## config.mk

```make
export PLATFORM = sky130hd
export DESIGN_NAME = instr_decoder
export DESIGN_NICKNAME = d
export VERILOG_FILES = /design/src/rtl/instr_decoder_pkg.sv /design/src/rtl/instr_decoder.sv
export SDC_FILE = /design/constraint.sdc
export NUM_CORES = 1
export LEC_CHECK = 0
export CAP_MARGIN = 15
export CORE_MARGIN = 2
export CORE_UTILIZATION = 57
export DETAILED_ROUTE_END_ITERATION = 10
export DONT_BUFFER_PORTS = 1
export GPL_TIMING_DRIVEN = 0
export PLACE_DENSITY_LB_ADDON = 0.1
export SLEW_MARGIN = 20
export SYNTH_ARGS = -nofsm -noshare
export SYNTH_HDL_FRONTEND = slang
export SYNTH_SLANG_ARGS = --single-unit
```

## constraint.sdc

```tcl
create_clock -name clk -period 2.1 [get_ports clk]
set_input_delay 0.525 -clock clk [delete_from_list [all_inputs] [get_ports clk]]
set_output_delay 0.525 -clock clk [all_outputs]
set_load 0.01 [all_outputs]
```

## src/rtl/instr_decoder_pkg.sv

```systemverilog
// Shared MIPS decode constants: opcode/funct/COP0-rs encodings, control enums,
// exception codes and instruction field slices.
package instr_decoder_pkg;

  localparam logic [5:0] OP_SPECIAL = 6'h00;
  localparam logic [5:0] OP_JAL     = 6'h03;
  localparam logic [5:0] OP_BEQ     = 6'h04;
  localparam logic [5:0] OP_BNE     = 6'h05;
  localparam logic [5:0] OP_ADDI    = 6'h08;
  localparam logic [5:0] OP_ANDI    = 6'h0C;
  localparam logic [5:0] OP_ORI     = 6'h0D;
  localparam logic [5:0] OP_LUI     = 6'h0F;
  localparam logic [5:0] OP_COP0    = 6'h10;
  localparam logic [5:0] OP_LB      = 6'h20;
  localparam logic [5:0] OP_LH      = 6'h21;
  localparam logic [5:0] OP_LW      = 6'h23;
  localparam logic [5:0] OP_SB      = 6'h28;
  localparam logic [5:0] OP_SH      = 6'h29;
  localparam logic [5:0] OP_SW      = 6'h2B;

  localparam logic [5:0] FN_JR      = 6'h08;
  localparam logic [5:0] FN_SYSCALL = 6'h0C;
  localparam logic [5:0] FN_MFHI    = 6'h10;
  localparam logic [5:0] FN_MTHI    = 6'h11;
  localparam logic [5:0] FN_MFLO    = 6'h12;
  localparam logic [5:0] FN_MTLO    = 6'h13;
  localparam logic [5:0] FN_MULT    = 6'h18;
  localparam logic [5:0] FN_MULTU   = 6'h19;
  localparam logic [5:0] FN_DIV     = 6'h1A;
  localparam logic [5:0] FN_DIVU    = 6'h1B;
  localparam logic [5:0] FN_ADD     = 6'h20;
  localparam logic [5:0] FN_SUB     = 6'h22;
  localparam logic [5:0] FN_AND     = 6'h24;
  localparam logic [5:0] FN_OR      = 6'h25;
  localparam logic [5:0] FN_SLT     = 6'h2A;
  localparam logic [5:0] FN_SLTU    = 6'h2B;
  localparam logic [5:0] FN_ERET    = 6'h18;

  localparam logic [4:0] RS_MF      = 5'h00;
  localparam logic [4:0] RS_MT      = 5'h04;
  localparam logic [4:0] RS_ERET    = 5'h10;

  localparam logic [4:0] EXC_NONE    = 5'd0;
  localparam logic [4:0] EXC_SYSCALL = 5'd8;
  localparam logic [4:0] EXC_RI      = 5'd10;

  typedef enum logic [3:0] {
    ALU_ADD, ALU_SUB, ALU_AND, ALU_OR, ALU_SLT, ALU_SLTU, ALU_LUI
  } alu_op_e;

  typedef enum logic [3:0] {
    MD_NONE, MD_MULT, MD_MULTU, MD_DIV, MD_DIVU, MD_MFHI, MD_MFLO, MD_MTHI, MD_MTLO
  } md_op_e;

  typedef enum logic [2:0] {
    JMP_PC4, JMP_BEQ, JMP_BNE, JMP_JAL, JMP_JR, JMP_ERET
  } jump_op_e;

  typedef enum logic [2:0] {
    EXT_ZERO, EXT_SIGN, EXT_LUI
  } ext_ctrl_e;

  typedef enum logic [1:0] {
    DM_Word32, DM_HalfWord16, DM_Byte8
  } dm_len_e;

  function automatic logic [5:0] f_opcode(input logic [31:0] i);
    return i[31:26];
  endfunction
  function automatic logic [4:0] f_rs(input logic [31:0] i);
    return i[25:21];
  endfunction
  function automatic logic [4:0] f_rt(input logic [31:0] i);
    return i[20:16];
  endfunction
  function automatic logic [4:0] f_rd(input logic [31:0] i);
    return i[15:11];
  endfunction
  function automatic logic [5:0] f_funct(input logic [31:0] i);
    return i[5:0];
  endfunction
  function automatic logic [15:0] f_imm(input logic [31:0] i);
    return i[15:0];
  endfunction
  function automatic logic [15:0] f_offset(input logic [31:0] i);
    return i[15:0];
  endfunction
  function automatic logic [25:0] f_index(input logic [31:0] i);
    return i[25:0];
  endfunction

endpackage

```

## src/rtl/instr_decoder.sv

```systemverilog
// Per-stage MIPS instruction decoder: combinational controls from instr, plus a
// reset-released run flag that drives all pipeline-register enables.
module instr_decoder
  import instr_decoder_pkg::*;
(
  input  logic        clk,
  input  logic        reset,
  input  logic [31:0] instr,
  output logic        RegWrite,
  output logic        A3FromRt,
  output logic        WDFromDM,
  output logic        MemWrite,
  output logic [1:0]  len,
  output logic        SrcBFromExt,
  output logic [2:0]  ExtCtrl,
  output logic [3:0]  ALUOp,
  output logic [3:0]  MDOp,
  output logic        start,
  output logic [2:0]  JumpOp,
  output logic        CalReg,
  output logic        CalImm,
  output logic        Load,
  output logic        Store,
  output logic        JR,
  output logic        Link,
  output logic        MD,
  output logic        Load_HILO,
  output logic        Store_HILO,
  output logic        Jump,
  output logic        MFC0,
  output logic        ERET,
  output logic        CP0Write,
  output logic        newinstr,
  output logic        BDins,
  output logic [4:0]  ExcCode,
  output logic        IF_IDEN,
  output logic        ID_EXEN,
  output logic        EX_MEMEN,
  output logic        MEM_WBEN
);

  logic      run;
  logic      reg_write_raw, mem_write_raw, cp0_write_raw, start_raw;
  logic      exc_ok;
  alu_op_e   alu;
  md_op_e    mdo;
  jump_op_e  jop;
  ext_ctrl_e ext;
  dm_len_e   dlen;

  always_ff @(posedge clk or negedge reset) begin
    if (!reset) run <= 1'b0;
    else        run <= 1'b1;
  end

  assign IF_IDEN  = run;
  assign ID_EXEN  = run;
  assign EX_MEMEN = run;
  assign MEM_WBEN = run;

  always_comb begin
    reg_write_raw = 1'b0;
    mem_write_raw = 1'b0;
    cp0_write_raw = 1'b0;
    start_raw     = 1'b0;
    A3FromRt      = 1'b0;
    WDFromDM      = 1'b0;
    SrcBFromExt   = 1'b0;
    CalReg = 1'b0; CalImm = 1'b0; Load = 1'b0; Store = 1'b0;
    JR = 1'b0; Link = 1'b0; MD = 1'b0; Load_HILO = 1'b0; Store_HILO = 1'b0;
    Jump = 1'b0; MFC0 = 1'b0; ERET = 1'b0; BDins = 1'b0;
    alu     = ALU_ADD;
    mdo     = MD_NONE;
    jop     = JMP_PC4;
    ext     = EXT_ZERO;
    dlen    = DM_Word32;
    ExcCode = EXC_NONE;
    // Only the all-zero word is accepted as a shift (nop); other sll encodings trap.
    if (instr != 32'h0) begin
      case (f_opcode(instr))
        OP_SPECIAL: begin
          case (f_funct(instr))
            FN_ADD, FN_SUB, FN_AND, FN_OR, FN_SLT, FN_SLTU: begin
              CalReg        = 1'b1;
              reg_write_raw = 1'b1;
              case (f_funct(instr))
                FN_SUB:  alu = ALU_SUB;
                FN_AND:  alu = ALU_AND;
                FN_OR:   alu = ALU_OR;
                FN_SLT:  alu = ALU_SLT;
                FN_SLTU: alu = ALU_SLTU;
                default: alu = ALU_ADD;
              endcase
            end
            FN_MULT:  begin MD = 1'b1; start_raw = 1'b1; mdo = MD_MULT;  end
            FN_MULTU: begin MD = 1'b1; start_raw = 1'b1; mdo = MD_MULTU; end
            FN_DIV:   begin MD = 1'b1; start_raw = 1'b1; mdo = MD_DIV;   end
            FN_DIVU:  begin MD = 1'b1; start_raw = 1'b1; mdo = MD_DIVU;  end
            FN_MFHI:  begin Load_HILO = 1'b1; reg_write_raw = 1'b1; mdo = MD_MFHI; end
            FN_MFLO:  begin Load_HILO = 1'b1; reg_write_raw = 1'b1; mdo = MD_MFLO; end
            FN_MTHI:  begin Store_HILO = 1'b1; mdo = MD_MTHI; end
            FN_MTLO:  begin Store_HILO = 1'b1; mdo = MD_MTLO; end
            FN_JR:    begin JR = 1'b1; Jump = 1'b1; jop = JMP_JR; BDins = 1'b1; end
            FN_SYSCALL: ExcCode = EXC_SYSCALL;
            default:    ExcCode = EXC_RI;
          endcase
        end
        OP_ADDI, OP_ANDI, OP_ORI, OP_LUI: begin
          CalImm        = 1'b1;
          reg_write_raw = 1'b1;
          A3FromRt      = 1'b1;
          SrcBFromExt   = 1'b1;
          case (f_opcode(instr))
            OP_ADDI: begin ext = EXT_SIGN; alu = ALU_ADD; end
            OP_ANDI: begin ext = EXT_ZERO; alu = ALU_AND; end
            OP_ORI:  begin ext = EXT_ZERO; alu = ALU_OR;  end
            default: begin ext = EXT_LUI;  alu = ALU_LUI; end
          endcase
        end
        OP_LB, OP_LH, OP_LW: begin
          Load          = 1'b1;
          reg_write_raw = 1'b1;
          A3FromRt      = 1'b1;
          WDFromDM      = 1'b1;
          SrcBFromExt   = 1'b1;
          ext           = EXT_SIGN;
          dlen = (f_opcode(instr) == OP_LB) ? DM_Byte8 :
                 (f_opcode(instr) == OP_LH) ? DM_HalfWord16 : DM_Word32;
        end
        OP_SB, OP_SH, OP_SW: begin
          Store         = 1'b1;
          mem_write_raw = 1'b1;
          SrcBFromExt   = 1'b1;
          ext           = EXT_SIGN;
          dlen = (f_opcode(instr) == OP_SB) ? DM_Byte8 :
                 (f_opcode(instr) == OP_SH) ? DM_HalfWord16 : DM_Word32;
        end
        OP_BEQ: begin jop = JMP_BEQ; ext = EXT_SIGN; BDins = 1'b1; end
        OP_BNE: begin jop = JMP_BNE; ext = EXT_SIGN; BDins = 1'b1; end
        OP_JAL: begin
          Link = 1'b1; Jump = 1'b1; reg_write_raw = 1'b1; jop = JMP_JAL; BDins = 1'b1;
        end
        OP_COP0: begin
          if (f_rs(instr) == RS_MF) begin
            MFC0 = 1'b1; reg_write_raw = 1'b1; A3FromRt = 1'b1;
          end else if (f_rs(instr) == RS_MT) begin
            cp0_write_raw = 1'b1;
          end else if (f_rs(instr) == RS_ERET && f_funct(instr) == FN_ERET) begin
            ERET = 1'b1; jop = JMP_ERET;
          end else begin
            ExcCode = EXC_RI;
          end
        end
        default: ExcCode = EXC_RI;
      endcase
    end
  end

  // A trapping instruction must never commit architectural state.
  assign exc_ok   = (ExcCode == EXC_NONE);
  assign RegWrite = reg_write_raw & exc_ok;
  assign MemWrite = mem_write_raw & exc_ok;
  assign CP0Write = cp0_write_raw & exc_ok;
  assign start    = start_raw & exc_ok;

  assign ALUOp    = alu;
  assign MDOp     = mdo;
  assign JumpOp   = jop;
  assign ExtCtrl  = ext;
  assign len      = dlen;
  assign newinstr = 1'b0;

endmodule

```

==> results of run 1 <==
==> worst max-delay path by stage <==
| stage | start | end | slack, ps | cells after the start |
|---|---|---|---|---|
| global placement | instr[30] | MDOp[2] | -180 | 7 |
| floorplan | instr[21] | RegWrite | -70 | 4 |
| detailed placement | instr[0] | RegWrite | -220 | 6 |
| global route | instr[1] | ExcCode[1] | -160 | 6 |
| finish | instr[1] | ExcCode[1] | -140 | 6 |
| CTS | instr[0] | RegWrite | -80 | 6 |
==> layer usage <==
metal / share of wire [%] / GRT usage, % / up-vias
li1: - / - / 547
met1: 31 / 42.6 / 607
met2: 48 / 62.7 / 136
met3: 11 / 3.83 / 55
met4: 9.9 / 14.4 / 0
met5: 0 / 0 / -
==> synth_stat cells (all sizes together), types with 2 or more instances <==
cell type	instances
a21oi	10
a2bb2oi	2
a31o	4
a31oi	2
and3	6
buf	17
clkbuf	3
conb	2
inv	7
nand2	17
nand2b	5
nand3	3
nand4	2
nor2	20
nor2b	6
nor3	9
nor3b	3
nor4	5
o21ai	7
or3	3
==> area by class of cell <==
cell class,count,area (um^2),share of cell area (%)
multi-input cells,126,1030,75.2
inverters,7,26.3,1.91
flip-flops and latches,1,25.0,1.82
well taps,16,20.0,1.46
plain buffers,20,183,13.3
repair buffers,11,86.3,6.28
==> cells by family (layout without fill, tap and decap cells) <==
| family | Yosys count | count (layout) | synth area share (%) |
|---|---|---|---|
| AOI/OAI and AO/OA | 29 | 29 | 21.6 |
| xor gates and xnor gates | 2 | 2 | 2.03 |
| buffers and inverters | 27 | 38 | 18.4 |
| DFF | 1 | 1 | 2.90 |
| other | 2 | 7 | 0.871 |
| and+or+nand+nor | 88 | 88 | 54.1 |
==> through the flow <==
| step | hold WS (ps) | TNS [ps] | setup WS [ps] | area (um^2) |
|---|---|---|---|---|
| 6_report | 229 | -522 | -138 | 1380 |
| 5_1_grt | 229 | -745 | -161 | 1380 |
| 4_1_cts | 229 | -199 | -75.1 | 1160 |
| 3_5_place_dp | 229 | -2270 | -218 | 945 |
| 3_3_place_gp | 229 | -1840 | -175 | 945 |
| 2_1_floorplan | 229 | -109 | -69.8 | 925 |
==> what timing repair did <==
item                                   in CTS  in global routing
gates cloned                                1                  0
buffers inserted                            2                  8
resized for setup                          42                 39
setup endpoints to repair                  22                 20
hold buffers                                0                  0
pin swaps                                   7                 12
endpoints found under the hold margin       0                  0
==> power by group <==
group	total [mW]	internal, mW	switching (mW)
clock	0	0	0
combinational	0.207	0.0902	0.116
sequential	0.0225	0.0206	0.00189
==> impl_metrics.env, run 1 <==
export IMPL_syn_cell_area_um2=862
export IMPL_outcome="finished, violations left"
export IMPL_nets=201
export IMPL_crit_required_ps=1570
export IMPL_wire_per_inst_um=23.4
export IMPL_crit_path_end_kind="output pin"
export IMPL_crit_path_start_kind="input pin"
export IMPL_postRouteAntennaNets=0
export IMPL_io_pins=80
export IMPL_largest_reg_flops=1
export IMPL_fillCellCount=39
export IMPL_final_util_pct=94.6
export IMPL_clk_pin_slew_ps=0
export IMPL_period_share_pct=107
export IMPL_worstPathCellList="buf_8 > nor3b_4 > nand4_1 > nor2_2 > o32ai_4 > a31o_2"
export IMPL_critical_path_max_stage_delay_ps=270
export IMPL_power_leakage_nw=0.566
export IMPL_place_gp_congestion=0.888
export IMPL_crit_fanout=10
export IMPL_yosys_area_top_type_share_pct=10.4
export IMPL_path_buf_inv=1
export IMPL_synthCells=149
export IMPL_rsz0062_at_grt="yes"
export IMPL_hold_viol=0
export IMPL_final_cells=181
export IMPL_syn_to_final_growth_pct=59.5
export IMPL_num_vias=1345
export IMPL_mostFrequentLayoutCell="buf_4"
export IMPL_yosys_area_top_type="buf_4"
export IMPL_dieArea_mm2=0.00184
export IMPL_drv_slew=0
export IMPL_ys_warn_count=0
export IMPL_yosys_top_cells_area="buf_4, nor2_1, nand2_1"
export IMPL_mostFrequentLayoutCells="buf_4, nand2_1, nor2_1, a21oi_1"
export IMPL_diodes=0
export IMPL_fmax_mhz=447
export IMPL_syn_avg_cell_area_um2=5.79
export IMPL_synth_seq_cells=1
export IMPL_num_rows=14
export IMPL_placed_cells=170
export IMPL_yosysUniqueCellTypes=40
export IMPL_seq_area_frac_synth_pct=2.90
export IMPL_die_width_um=42.9
export IMPL_fp_dieH_um=42.9
export IMPL_overflow=0
export IMPL_path_class="in -> out"
export IMPL_worstHoldPathType="in -> async"
export IMPL_drive_gt1_share_pct=47.3
export IMPL_grt_pass1_wl_um=5190
export IMPL_drt_iter0_markers=82
export IMPL_hpwl_um=1950
export IMPL_slew_headroom_pct=66.3
export IMPL_synth_enable_flop_cells=0
export IMPL_numPortBuffers=0
export IMPL_gr_usage_all_layers_pct=35.4
export IMPL_grt_max_degree=11
export IMPL_layout_min_cycle_time_ps=2240
export IMPL_initial_core_util_pct=59.3
export IMPL_power_mw=0.229
export IMPL_ir_drop_uv=141
export IMPL_violations="negative setup slack"
export IMPL_tightest_slew_ps=505
export IMPL_grt_pass1_vias=1083
export IMPL_viasPerCell=7.43
export IMPL_ys_flop_type="dfrtp_1"
export IMPL_powerDensity_mw_per_mm2=167
export IMPL_drv_cap=0
export IMPL_worst_slack_ps=-138
export IMPL_wl_um=4240
export IMPL_core_area_mm2=0.00145
export IMPL_async_reset_ff_share_pct=100
export IMPL_crit_family="simple AND/OR/NAND/NOR gates"
export IMPL_drc=0
export IMPL_crit_slowest_cell="a31o_2"
export IMPL_antenna_found_initial=0
export IMPL_firstDrtPassIters=4
export IMPL_worstPathArrival_ps=1710
export IMPL_setup_violations=9
(Power assumes the default switching activity.)
==> inputs of run 2 (changes only) <==
SKIP_LAST_GASP = 1   (was default)
==> run 2 against run 1 <==
The flow still finishes with violations (negative setup slack). Flip-flop and latch count did not move. Fmax shrank 0.18%. Core utilization is 0.86 points higher. Sequential share of layout area hardly changed. Critical path depth unchanged. Combinational power hardly changed. Cell count up 1.7%. Via count rose by 7.5%. Wire length grew 14%. Die area stayed put. Critical path type unchanged. Largest cell class unchanged. Highest routed layer unchanged.
==> impl_metrics.env, run 2 (synthesis gave the netlist of run 1 again) <==
export IMPL_num_rows=14
export IMPL_overflow=0
export IMPL_fillCellCount=35
export IMPL_crit_slowest_cell="a21oi_1"
export IMPL_die_width_um=42.9
export IMPL_rsz0062_at_grt="yes"
export IMPL_power_mw=0.230
export IMPL_fmax_mhz=446
export IMPL_final_cells=184
export IMPL_hold_ws_ps=229
export IMPL_grt_util_met2_pct=56.1
export IMPL_place_area_um2=945
export IMPL_ir_drop_uv=155
export IMPL_clk_pin_slew_ps=0
export IMPL_outcome="finished, violations left"
export IMPL_gr_usage_met1_pct=37.7
export IMPL_period_share_pct=107
export IMPL_hpwl_um=1950
export IMPL_wl_um=4840
export IMPL_placed_cells=170
export IMPL_multi_input_area_mm2=0.00102
export IMPL_worstPathCellList="clkbuf_4 > nor2b_4 > o21ai_0 > a21oi_1 > o32ai_4 > a31o_2"
export IMPL_mostFrequentLayoutCell="buf_4"
export IMPL_grt_pass1_wl_um=4490
export IMPL_viasPerCell=7.86
export IMPL_cts_hold_buf=0
export IMPL_wire_per_inst_um=26.3
export IMPL_seqCellArea_um2=25.0
export IMPL_hold_viol=0
export IMPL_diodes=0
export IMPL_crit_path_end_kind="output pin"
export IMPL_crit_fanout=10
export IMPL_grt_max_degree=11
export IMPL_worstHoldPathType="in -> async"
export IMPL_met3_usage_pct=1.70
export IMPL_drive_gt1_share_pct=46.4
export IMPL_drv_cap=0
export IMPL_postRouteAntennaNets=0
export IMPL_grt_pass1_vias=986
export IMPL_gr_usage_all_layers_pct=30.4
export IMPL_numPortBuffers=0
export IMPL_layout_min_cycle_time_ps=2240
export IMPL_path_class="in -> out"
export IMPL_nets=204
export IMPL_setup_violations=21
export IMPL_num_vias=1446
export IMPL_mostFrequentLayoutCells="buf_4, nand2_1, nor2_1, a21oi_1"
export IMPL_antenna_found_initial=0
export IMPL_crit_required_ps=1570
export IMPL_top_usage_layer="met2"
export IMPL_firstDrtPassIters=7
export IMPL_drt_iter0_markers=115
export IMPL_drc=0
export IMPL_final_area_mm2=0.00139
export IMPL_worstPathArrival_ps=1720
export IMPL_initial_core_util_pct=59.3
export IMPL_fp_dieH_um=42.9
export IMPL_crit_family="compound AO/OA/AOI/OAI gates"
export IMPL_violations="negative setup slack"
export IMPL_critical_path_max_stage_delay_ps=280
export IMPL_path_buf_inv=1
export IMPL_place_gp_congestion=0.888
export IMPL_crit_path_start_kind="input pin"
export IMPL_power_leakage_nw=0.583
export IMPL_syn_to_final_growth_pct=61.0
export IMPL_largest_reg_flops=1
export IMPL_core_area_mm2=0.00145
export IMPL_powerDensity_mw_per_mm2=166
export IMPL_io_pins=80
export IMPL_dieArea_mm2=0.00184
export IMPL_worst_slack_ps=-143
export IMPL_drv_slew=0
## run 2: cell types whose count changed in the layout (fill, tap and decap cells not counted), sizes merged
| cell | before | now |
|---|---|---|
| clkbuf | 2 | 4 |
| buf | 29 | 30 |
## run 2: repair_timing
| item | in CTS | in global routing |
|---|---|---|
| setup buffers | 2 | 12 |
| cloned | 1 | 0 |
| pin swaps | 7 | 18 |
| resized for setup | 35 | 43 |
| endpoints found under the setup margin | 22 | 20 |
## run 2: final timing paths
check	to	depth (start not counted)	start	slack, ps
setup / recovery	ExcCode[1]	6	instr[26]	-140
hold / removal	EX_MEMEN	0	reset	230
max in group asynchronous	EX_MEMEN	0	reset	1800
min in group clk	EX_MEMEN	0	EX_MEMEN	930
## run 2: area by class of cell
| class | instances | share of cell area (%) |
|---|---|---|
| sequential | 1 | 1.80 |
| buffer | 20 | 12.9 |
| tap | 16 | 1.44 |
| inverter | 7 | 1.89 |
| multi-input combinational | 126 | 73.6 |
| timing repair buffer | 14 | 8.39 |
## run 2: power by group
group          switching, mW  leakage (nW)  internal (mW)  total (mW)
clock network              0             0              0           0
registers            0.00148        0.0117         0.0206      0.0221
logic                  0.119         0.571         0.0896       0.208
total                  0.120         0.583          0.110       0.230
## run 2: metrics by stage
stage          worst slack, ps  utilization (%)  TNS (ps)
6_report                  -143             95.4     -1460
5_1_grt                   -174             95.4     -1790
4_1_cts                   -109             78.3      -580
3_5_place_dp              -218             65.0     -2270
3_3_place_gp              -175             65.0     -1840
2_1_floorplan            -69.8                -      -109
## run 2: per-layer routing
metal | wire length [um] | up-vias | share of wire, %
met1 | 1430 | 640 | 30
met5 | 0 | - | 0
met2 | 2230 | 183 | 46
met4 | 559 | 0 | 12
met3 | 612 | 73 | 13
li1 | - | 550 | -
